[src/rtl/uart_rx_os.sv]
// Oversampling UART receiver (1 start, DATA bits LSB first, [parity with UART_RX_PARITY_EN], 1 stop).
// Latency: rec_ready/frame_err/parity_err pulse 1 sys_clk after the stop-bit sampling tick.
// Backpressure: none; rec_data holds until the next good frame and must be consumed within one frame time.
module uart_rx_os #(
  parameter int DATA = 8,
  parameter int OS   = 16
) (
  input  logic            sys_clk,
  input  logic            sys_rst_l,
  input  logic            baud_tick,
  input  logic            rx,
  output logic [DATA-1:0] rec_data,
  output logic            rec_ready,
  output logic            frame_err,
`ifdef UART_RX_PARITY_EN
  output logic            parity_err,
`endif
  output logic            busy
);

  localparam int TW = $clog2(OS);
  localparam int BW = $clog2(DATA + 1);
  localparam logic [TW-1:0] TICK_HALF = TW'(OS / 2 - 1);
  localparam logic [TW-1:0] TICK_LAST = TW'(OS - 1);
  localparam logic [BW-1:0] BIT_LAST  = BW'(DATA - 1);

  typedef enum logic [2:0] {
    S_IDLE,
    S_START,
    S_DATA,
    S_PARITY,
    S_STOP,
    S_BREAK
  } state_t;

  state_t          state, state_nxt;
  logic            rx_m, rx_s;
  logic [TW-1:0]   tick_cnt, tick_nxt;
  logic [BW-1:0]   bit_cnt, bit_nxt;
  logic [DATA-1:0] shift_reg, shift_nxt;
  logic [DATA-1:0] rec_data_nxt;
  logic            rec_ready_nxt, frame_err_nxt;
`ifdef UART_RX_PARITY_EN
  logic            par_bit, par_nxt;
  logic            parity_err_nxt;
`endif

  always_ff @(posedge sys_clk) begin
    if (sys_rst_l) begin
      rx_m      <= 1'b1;
      rx_s      <= 1'b1;
      state     <= S_IDLE;
      tick_cnt  <= '0;
      bit_cnt   <= '0;
      shift_reg <= '0;
      rec_data  <= '0;
      rec_ready <= 1'b0;
      frame_err <= 1'b0;
`ifdef UART_RX_PARITY_EN
      par_bit    <= 1'b0;
      parity_err <= 1'b0;
`endif
    end else begin
      rx_m      <= rx;
      rx_s      <= rx_m;
      state     <= state_nxt;
      tick_cnt  <= tick_nxt;
      bit_cnt   <= bit_nxt;
      shift_reg <= shift_nxt;
      rec_data  <= rec_data_nxt;
      rec_ready <= rec_ready_nxt;
      frame_err <= frame_err_nxt;
`ifdef UART_RX_PARITY_EN
      par_bit    <= par_nxt;
      parity_err <= parity_err_nxt;
`endif
    end
  end

  always_comb begin
    state_nxt     = state;
    tick_nxt      = tick_cnt;
    bit_nxt       = bit_cnt;
    shift_nxt     = shift_reg;
    rec_data_nxt  = rec_data;
    rec_ready_nxt = 1'b0;
    frame_err_nxt = 1'b0;
`ifdef UART_RX_PARITY_EN
    par_nxt        = par_bit;
    parity_err_nxt = 1'b0;
`endif
    case (state)
      S_IDLE: begin
        // Start edge is taken on rx_s alone so a frame can follow the stop sample immediately
        if (!rx_s) begin
          state_nxt = S_START;
          tick_nxt  = '0;
        end
      end
      S_START: begin
        if (baud_tick) begin
          if (tick_cnt == TICK_HALF) begin
            if (!rx_s) begin
              state_nxt = S_DATA;
              tick_nxt  = '0;
              bit_nxt   = '0;
            end else begin
              state_nxt = S_IDLE;
            end
          end else begin
            tick_nxt = tick_cnt + 1'b1;
          end
        end
      end
      S_DATA: begin
        if (baud_tick) begin
          if (tick_cnt == TICK_LAST) begin
            shift_nxt = {rx_s, shift_reg[DATA-1:1]};
            tick_nxt  = '0;
            bit_nxt   = bit_cnt + 1'b1;
            if (bit_cnt == BIT_LAST) begin
`ifdef UART_RX_PARITY_EN
              state_nxt = S_PARITY;
`else
              state_nxt = S_STOP;
`endif
            end
          end else begin
            tick_nxt = tick_cnt + 1'b1;
          end
        end
      end
`ifdef UART_RX_PARITY_EN
      S_PARITY: begin
        if (baud_tick) begin
          if (tick_cnt == TICK_LAST) begin
            par_nxt   = rx_s;
            tick_nxt  = '0;
            state_nxt = S_STOP;
          end else begin
            tick_nxt = tick_cnt + 1'b1;
          end
        end
      end
`endif
      S_STOP: begin
        if (baud_tick) begin
          if (tick_cnt == TICK_LAST) begin
            tick_nxt = '0;
            if (rx_s) begin
              state_nxt = S_IDLE;
`ifdef UART_RX_PARITY_EN
              if (^{shift_reg, par_bit}) begin
                parity_err_nxt = 1'b1;
              end else begin
                rec_ready_nxt = 1'b1;
                rec_data_nxt  = shift_reg;
              end
`else
              rec_ready_nxt = 1'b1;
              rec_data_nxt  = shift_reg;
`endif
            end else begin
              frame_err_nxt = 1'b1;
              state_nxt     = S_BREAK;
            end
          end else begin
            tick_nxt = tick_cnt + 1'b1;
          end
        end
      end
      S_BREAK: begin
        // Wait out a held-low line so it never looks like a new start bit
        if (rx_s) state_nxt = S_IDLE;
      end
      default: state_nxt = S_IDLE;
    endcase
  end

  assign busy = (state != S_IDLE);

endmodule

[config.mk]
export PLATFORM = sky130hd
export DESIGN_NAME = uart_rx_os
export DESIGN_NICKNAME = d
export VERILOG_FILES = /design/src/rtl/uart_rx_os.sv
export SDC_FILE = /design/constraint.sdc
export NUM_CORES = 1
export LEC_CHECK = 0
export ABC_AREA = 1
export BUFFER_PORTS_ARGS = -buffer_cell sky130_fd_sc_hd__buf_4
export CORE_ASPECT_RATIO = 0.75
export CORE_UTILIZATION = 40
export DETAILED_ROUTE_END_ITERATION = 8
export PLACE_DENSITY_LB_ADDON = 0.3
export SYNTH_ARGS = -nofsm -noshare
export SYNTH_HDL_FRONTEND = slang
export SYNTH_SLANG_ARGS = --single-unit
[constraint.sdc]
create_clock -name sys_clk -period 2.4 [get_ports sys_clk]
set_input_delay 0.12 -clock sys_clk [delete_from_list [all_inputs] [get_ports sys_clk]]
set_output_delay 0.12 -clock sys_clk [all_outputs]
set_load 0.03 [all_outputs]
Word level (Yosys, flattened, before mapping)

Index checks and enable logic that the tools add are counted.

Flip-flop bits (word level): 31
Latch bits: 0
RAM bits: 0
Bits in read-only memories: 0
Input port bits: 4
Output and inout bits: 11
Word-level logic and storage cells: 69
Memories: 0

$add $sub $neg: 2
Multiply operators: 0
Div/mod/pow operators: 0
Order comparisons: 0
Equal/unequal tests: 18
Shifts and indexed selects: 0
Multiplexer cells: 26
Bitwise operators: 3
Reductions and logical operators: 11

Operator list:

| kind                                                                    | count |
|---|---|
| 4-bit two-way mux                                                       | 10 |
| 3-bit two-way mux                                                       | 10 |
| 2-bit inequality test, second input constant                            | 10 |
| 3-bit case mux with 5 select lines                                      | 1 |
| 4-bit case mux with 3 select lines                                      | 1 |
| 9-bit AND reduction                                                     | 1 |
| 4-bit by 1-bit adder with 4-bit output, second input constant           | 2 |
| 4-bit by 3-bit equality test with 1-bit output, second input constant   | 2 |
| 4-bit case mux with 2 select lines                                      | 1 |
| 3-bit equality test, second input constant                              | 2 |
| 3-bit AND reduction                                                     | 2 |
| 6-bit AND reduction                                                     | 1 |
| 3-bit nonzero test                                                      | 2 |
| 4-bit equality test, second input constant                              | 1 |
| 4-bit AND reduction                                                     | 1 |
| 4-bit OR reduction                                                      | 1 |
| 3-bit by 1-bit equality test with 1-bit output, second input constant   | 1 |
| 3-bit by 2-bit equality test with 1-bit output, second input constant   | 1 |
| 3-bit logical NOT                                                       | 1 |
| 1-bit inverter                                                          | 3 |
| 1-bit two-way mux                                                       | 2 |
| 2-bit two-way mux                                                       | 1 |
| 2-bit by 1-bit inequality test with 1-bit output, second input constant | 1 |
| 2-bit nonzero test                                                      | 1 |
| 2-bit OR reduction                                                      | 1 |

Logic depth before layout (Yosys ltp)

Gate-level depths: netlist (run 1).

Depth after elaboration: 5
Mapped depth: 10
Mapped depth without buffers: 10

Least setup slack after synthesis (run 1)

Ideal clock, no wire load.

Kind: flip-flop to flip-flop
Start: register tick_cnt[0]
End: register state[1]
Library setup time: 0.068 ns
Arrival: 1.353 ns
Required time: 2.332 ns
Slack: 0.979 ns
Stages on the path, launching flop included: 10
Buffers on the path: 0
Period minus slack after synthesis: 1.421 ns
Cells stage by stage: dfxtp_1 ha_1 nand2_1 nor2_1 nor2_1 nor2_1 nand3_2 inv_2 nand2_1 a21oi_2

Word-level cells in the longest chain between the ends: 3
Elaborated cells on any way between the ends: 6
Those cells by class: eq/ne: 5; reduce/logical: 1

RTL lines:

| what                                                                                  | line          | text |
|---|---|---|
| from (decl)                                                                           | 38            | `logic [TW-1:0] tick_cnt, tick_nxt;` |
| from (signal assigned)                                                                | 67            | `tick_cnt <= tick_nxt;` |
| 4-bit equality test or 4-bit by 3-bit equality test with 1-bit output (tied branches) | 117, 148, 102 |  |
| 2-bit inequality test (no source line)                                                | --            |  |
| 9-bit AND reduction (no source line) *                                                | --            |  |
| to (signal assigned)                                                                  | 66            | `state <= state_nxt;` |
| to (decl)                                                                             | 36            | `state_t state, state_nxt;` |

Every way passes the cells marked *; elsewhere a longest branch is shown, timed or not.
A chain may end at the register's enable or synchronous reset.

Worst setup path in the final report (run 1)

Start: register tick_cnt[0]
End: register bit_cnt[2]

Word-level cells in the longest chain between the ends: 3
Elaborated cells on any way between the ends: 5
Those cells by class: eq/ne: 4; reduce/logical: 1

RTL lines:

| what                                                                                  | line     | text |
|---|---|---|
| 4-bit equality test or 4-bit by 3-bit equality test with 1-bit output (tied branches) | 117, 102 |  |
| 2-bit inequality test (no source line)                                                | --       |  |
| 6-bit AND reduction (no source line) *                                                | --       |  |
| to (signal assigned)                                                                  | 68       | `bit_cnt <= bit_nxt;` |
| to (decl)                                                                             | 39       | `logic [BW-1:0] bit_cnt, bit_nxt;` |

Marks and branches as above.

==> results.cfg, run 1 <==
[timing]
fin_crit_ns = 1.63
timing.setup.tns_ns = 0
max_freq_mhz = 615
finalMaxSlewViolations = 0
worst_pin_slew_ns = 0.431
hold_viol = 0
rsz0062_at_grt = no
skew_ns = 0.00797
max_slew_margin_pct = 71.2
finalSetupViolCount = 0
fin_crit_sh_pct = 67.8

[placement]
io_buffers = 14
dp.cells = 274
placed_area_um2 = 1710
dp_hpwl_um = 2160
place_congestion = 0.879

[drt]
dr_wl_met2_um = 1100
vias_per_cell = 4.70
antenna_left = 0
vias = 1320
drc = 0
drt-met1-wl_um = 1570
dr_wl_met3_um = 134
first_iter_violations = 110
dr.pass1.iters = 4
dr.max_layer_used = met4
wire_per_inst_um = 10.2
routed_wirelength_um = 2860

[finish]
layout_common_cells = nor2_1, nand2_1, dfxtp_1, o21ai_0, inv_1
area_growth_pct = 15.8
final_area_um2 = 1800
stdcell_count = 281
drive_gt1_share_pct = 24.0
utilization_pct = 48.7
mostFrequentLayoutCell = nor2_1
diodes = 0
finalNetCount = 235
fillers = 372

[yosys]
yosys-top-cells-area = dfxtp_1, nor2_1, nand2_1, o21ai_0, nand3_1
syn_area_um2 = 1550
yosysTopAreaCell = dfxtp_1
synth.distinct_cells = 30
synth_edf_count = 0
synth_seq_area_share_pct = 40.0
yosysWarnings = 0
syn_area_per_cell_um2 = 7.35
ys.flop_type = dfxtp_1
synth_seq_cells = 31
synthesis.nets = 217
synthCells = 211
ys_async_sr_fraction_pct = 0
synth_top_area_share_pct = 40.0

[power_and_ir_drop]
power_mw = 1.39
powerDensity_nw_per_um2 = 775
p_leak_nw = 0.779
peakVddDrop_mv = 0.278

[clocking]
clock_path_buffers = 2
cts_root_buf = clkbuf_8
htree_levels = 2
clock-sinks = 31
ctsHoldBuffers = 0
post-cts-setup-buffers = 0
clkLatencyLatePin_ns = 0.28
cts_buffers = 5
cts_tree = done
cts.clk_slew.worst_paths_ns = 0.06
post_cts_resized = 0

[flow_run]
cap_violations = 0

[critical_path]
startpoint_type = register
cpPeakStageDelay_ns = 0.42
end_kind = register
cp_common_cell = nor2_1
required_ns = 2.60
worst_path_max_delay_cell = dfxtp_1
crit_chain = ha_1, nand2_1, nor2_1, nor2_1, nor2_1, nand3_2, inv_2, nand2_1, a21oi_1
arrival_ns = 1.83
crit_fanout = 6
crit_type = reg2reg

[global_routing]
grt_antenna_before_repair = 0
grt_usage_pct = 16.4
grt_pass1_wl_um = 5100
grt_start_max_net_pins = 19
grt_pass1_vias = 1130
grt_overflow = 0

[floorplanning]
start_util_pct = 42.1
dieWidth_um = 73.9
dieArea_um2 = 4130
ios = 15
rows = 19
chipHeight_um = 55.9
core_um2 = 3680

[worst_hold_path]
hp-class = in2reg

[outcome]
status = finished, final reports clean
-- cell families after synthesis --
logic type,synth area share (%)
adder cells (fa/ha/maj),1.61
XOR/XNOR,1.70
AO/OA/AOI/OAI,12.3
buffers and inverters,7.02
flip-flops,40.0
AND/OR/NAND/NOR,37.3
-- stage by stage --
| step | hold slack (ns) | setup WS (ns) |
|---|---|---|
| floorplan | 0.224 | 0.979 |
| global placement | 0.307 | 0.805 |
| detailed placement | 0.307 | 0.794 |
| CTS | 0.0155 | 0.766 |
| global route | 0.0214 | 0.550 |
| finish | 0.0259 | 0.773 |
-- layer usage --
metal,global-route usage [%],vias to the layer above
met2,21.0,23
met1,24.7,576
met4,7.42,0
met3,4.89,7
met5,0,-
li1,-,714
-- path summary, 6_finish.rpt --
check,start,endpoint,slack [ns],cells after the start
min,rx,rx_m,0.03,2
max,tick_cnt[0],bit_cnt[2],0.77,9
min reg2reg,rx_m,rx_s,0.41,1
max reg2reg,tick_cnt[0],bit_cnt[2],0.77,9
-- critical path: cells and delay by family (launching register included) --
kind | cells | cell delay [ns]
adders and majority gates | 1 | 0.20
buffers and inverters | 1 | 0.09
and+or+nand+nor | 6 | 0.73
DFF | 1 | 0.42
AOI/OAI and AO/OA | 1 | 0.11
-- Yosys cell counts, types with 2 or more instances --
| library cell | number |
|---|---|
| a21oi_2 | 3 |
| nand2_2 | 4 |
| nand2_4 | 5 |
| or2_2 | 2 |
| inv_1 | 17 |
| nand2_1 | 34 |
| a21oi_1 | 8 |
| inv_2 | 5 |
| dfxtp_1 | 31 |
| xor2_1 | 2 |
| ha_1 | 2 |
| nand3_2 | 3 |
| o21ai_1 | 3 |
| nand3b_1 | 2 |
| nor2_2 | 5 |
| clkbuf_1 | 2 |
| nor2_1 | 41 |
| o21ai_0 | 18 |
| nand3_1 | 13 |
-- power by group --
group	switching (mW)	leakage (nW)	internal, mW	total, mW
logic	0.258	0.481	0.148	0.405
registers	0.0448	0.250	0.541	0.586
clock network	0.176	0.0470	0.224	0.400
total	0.478	0.779	0.913	1.39
-- area by class of cell --
cell class                      count  area (um2)  area share (%)
Tap cell                           52        65.1            3.62
Clock inverter                      1        5.00           0.279
Clock buffer                        6        82.6            4.60
Inverter                           24        96.3            5.37
Timing Repair Buffer               14         105            5.85
Multi-Input combinational cell    153         821            45.7
Sequential cell                    31         621            34.6
Power figures use the tool's default switching activity.
==> run 2, diff against run 1 <==
==> constraint.sdc (replaced) <==
create_clock -name sys_clk -period 1.4 [get_ports sys_clk]
set_input_delay 0.07 -clock sys_clk [delete_from_list [all_inputs] [get_ports sys_clk]]
set_output_delay 0.07 -clock sys_clk [all_outputs]
set_load 0.03 [all_outputs]
==> results.cfg, run 2 (synthesis results as in run 1) <==
[global_routing]
grt_start_max_net_pins = 19
grt_pass1_vias = 1244
grt_overflow = 0
grt_antenna_before_repair = 0
grt_usage_pct = 20.0
grt_pass1_wl_um = 6080

[drt]
vias = 1436
drc = 0
routed_wirelength_um = 3540
antenna_left = 0
dr.pass1.iters = 4
first_iter_violations = 128
vias_per_cell = 4.74
wire_per_inst_um = 11.7

[timing]
hold_viol = 0
rsz0062_at_grt = yes
worst_pin_slew_ns = 0.539
fin_hold_ws_ns = 0.0524
setup_ws_ns = -0.0345
finalSetupViolCount = 10
max_slew_margin_pct = 64.0
finalMaxSlewViolations = 0
max_freq_mhz = 697
fin_crit_sh_pct = 102
skew_ns = 0.0100
fin_crit_ns = 1.43
timing.setup.tns_ns = -0.158

[clocking]
clock-sinks = 31
htree_levels = 2
clock_path_buffers = 2
cts.clk_slew.worst_paths_ns = 0.07
cts_buffers = 5
cts_root_buf = clkbuf_8
cts_tree = done
clkLatencyLatePin_ns = 0.29

[finish]
diodes = 0
finalNetCount = 256
area_growth_pct = 35.1
mostFrequentLayoutCell = nor2_1
layout_common_cells = nor2_1, buf_4, nand2_1, dfxtp_1, inv_1
utilization_pct = 56.8
stdcell_count = 303
drive_gt1_share_pct = 40.2

[placement]
place_congestion = 0.848
dp_hpwl_um = 2400
dpl_worst_slack_ns = -0.0890
dp.cells = 287
io_buffers = 14

[critical_path]
r2r_slack_ns = -0.03
end_kind = register
required_ns = 1.58
startpoint_type = register
critical_path.endpoint = rec_data[0]
crit_type = reg2reg
rr_endpoint = rec_data[0]
arrival_ns = 1.61
rr_startpoint = tick_cnt[0]
crit_fanout = 5
worstRegToRegCells = 8
worstSetupStartpoint = tick_cnt[0]

[floorplanning]
core_um2 = 3680
dieArea_um2 = 4130
dieWidth_um = 73.9
chipHeight_um = 55.9
rows = 19
ios = 15
start_util_pct = 42.1

[power_and_ir_drop]
peakVddDrop_mv = 0.639
powerDensity_nw_per_um2 = 1300
p_leak_nw = 0.925

[outcome]
violations = negative setup slack
status = complete, but fails checks

[worst_hold_path]
hp-class = in2reg

[flow_run]
cap_violations = 0
-- run 2: changes by cell type in the layout (fill, tap and decap cells not counted), moves of 2 or more --
| cell | previous run | this run |
|---|---|---|
| buf_4 | 14 | 31 |
| o21ai_0 | 18 | 7 |
| o21ai_1 | 3 | 11 |
| nand2_1 | 34 | 27 |
| nand2_2 | 4 | 10 |
| dfxtp_1 | 31 | 26 |
| nand3_1 | 13 | 8 |
| nand3_2 | 3 | 8 |
| dfxtp_2 | 0 | 4 |
| nor2_4 | 1 | 5 |
| nor2_1 | 41 | 38 |
| o21ai_2 | 1 | 4 |
| nand2_4 | 5 | 7 |
-- run 2: per-layer routing --
layer,wire (um),track usage (%),vias to the layer above
li1,-,-,751
met1,1810,30.5,632
met2,1420,25.0,46
met3,249,7.25,7
met4,59,7.14,0
met5,0,0,-
-- run 2: repair_timing --
item / in CTS / in global routing
pin swaps: 15 / 22
gates resized for setup: 20 / 26
buffers inserted: 3 / 1
cloned: 3 / 0
hold endpoints to repair: 1 / 0
hold buffers: 1 / 0
endpoints found under the setup margin: 26 / 28
-- run 2: worst min path at each step --
| stage | to | startpoint | slack, ns | cells after the start |
|---|---|---|---|---|
| after floorplan | rx_m | rx | 0.17 | 1 |
| after global placement | rx_m | rx | 0.26 | 2 |
| after detailed placement | rx_m | rx | 0.26 | 2 |
| after CTS | tick_cnt[1] | sys_rst_l | 0.04 | 2 |
| after global routing | tick_cnt[1] | sys_rst_l | 0.07 | 2 |
| final | state[2] | sys_rst_l | 0.05 | 2 |
-- run 2: critical path: stages, from the launching register on --
cell and delay (ns):
dfxtp_4 0.37, ha_4 0.15, nand2_4 0.07, nor2_4 0.09, inv_2 0.06, nor2_4 0.20, nand3_4 0.16, o21ai_1 0.16
nor2_1 0.06
-- run 2: layout make-up --
type | instances | area, um2
fillers | 334 | 1590
multi-input cells | 155 | 952
flip-flops and latches | 31 | 629
repair buffers | 32 | 243
clock buffers | 8 | 100
inverters | 24 | 100
well taps | 52 | 65.1
repair inverters | 1 | 5.00
-- run 2: power by group --
part	switching, mW	internal [mW]
registers	0.0670	0.938
logic	0.573	0.370
clock network	0.329	0.448
total	0.969	1.76
-- run 2: stage by stage --
stage                     instance area, um2  total power, mW
final                                   2090             2.73
after global placement                  1810             1.81
after detailed placement                1810             1.81
after floorplan                         1550             1.58
after global routing                    2090             2.89
after CTS                               2010             2.63
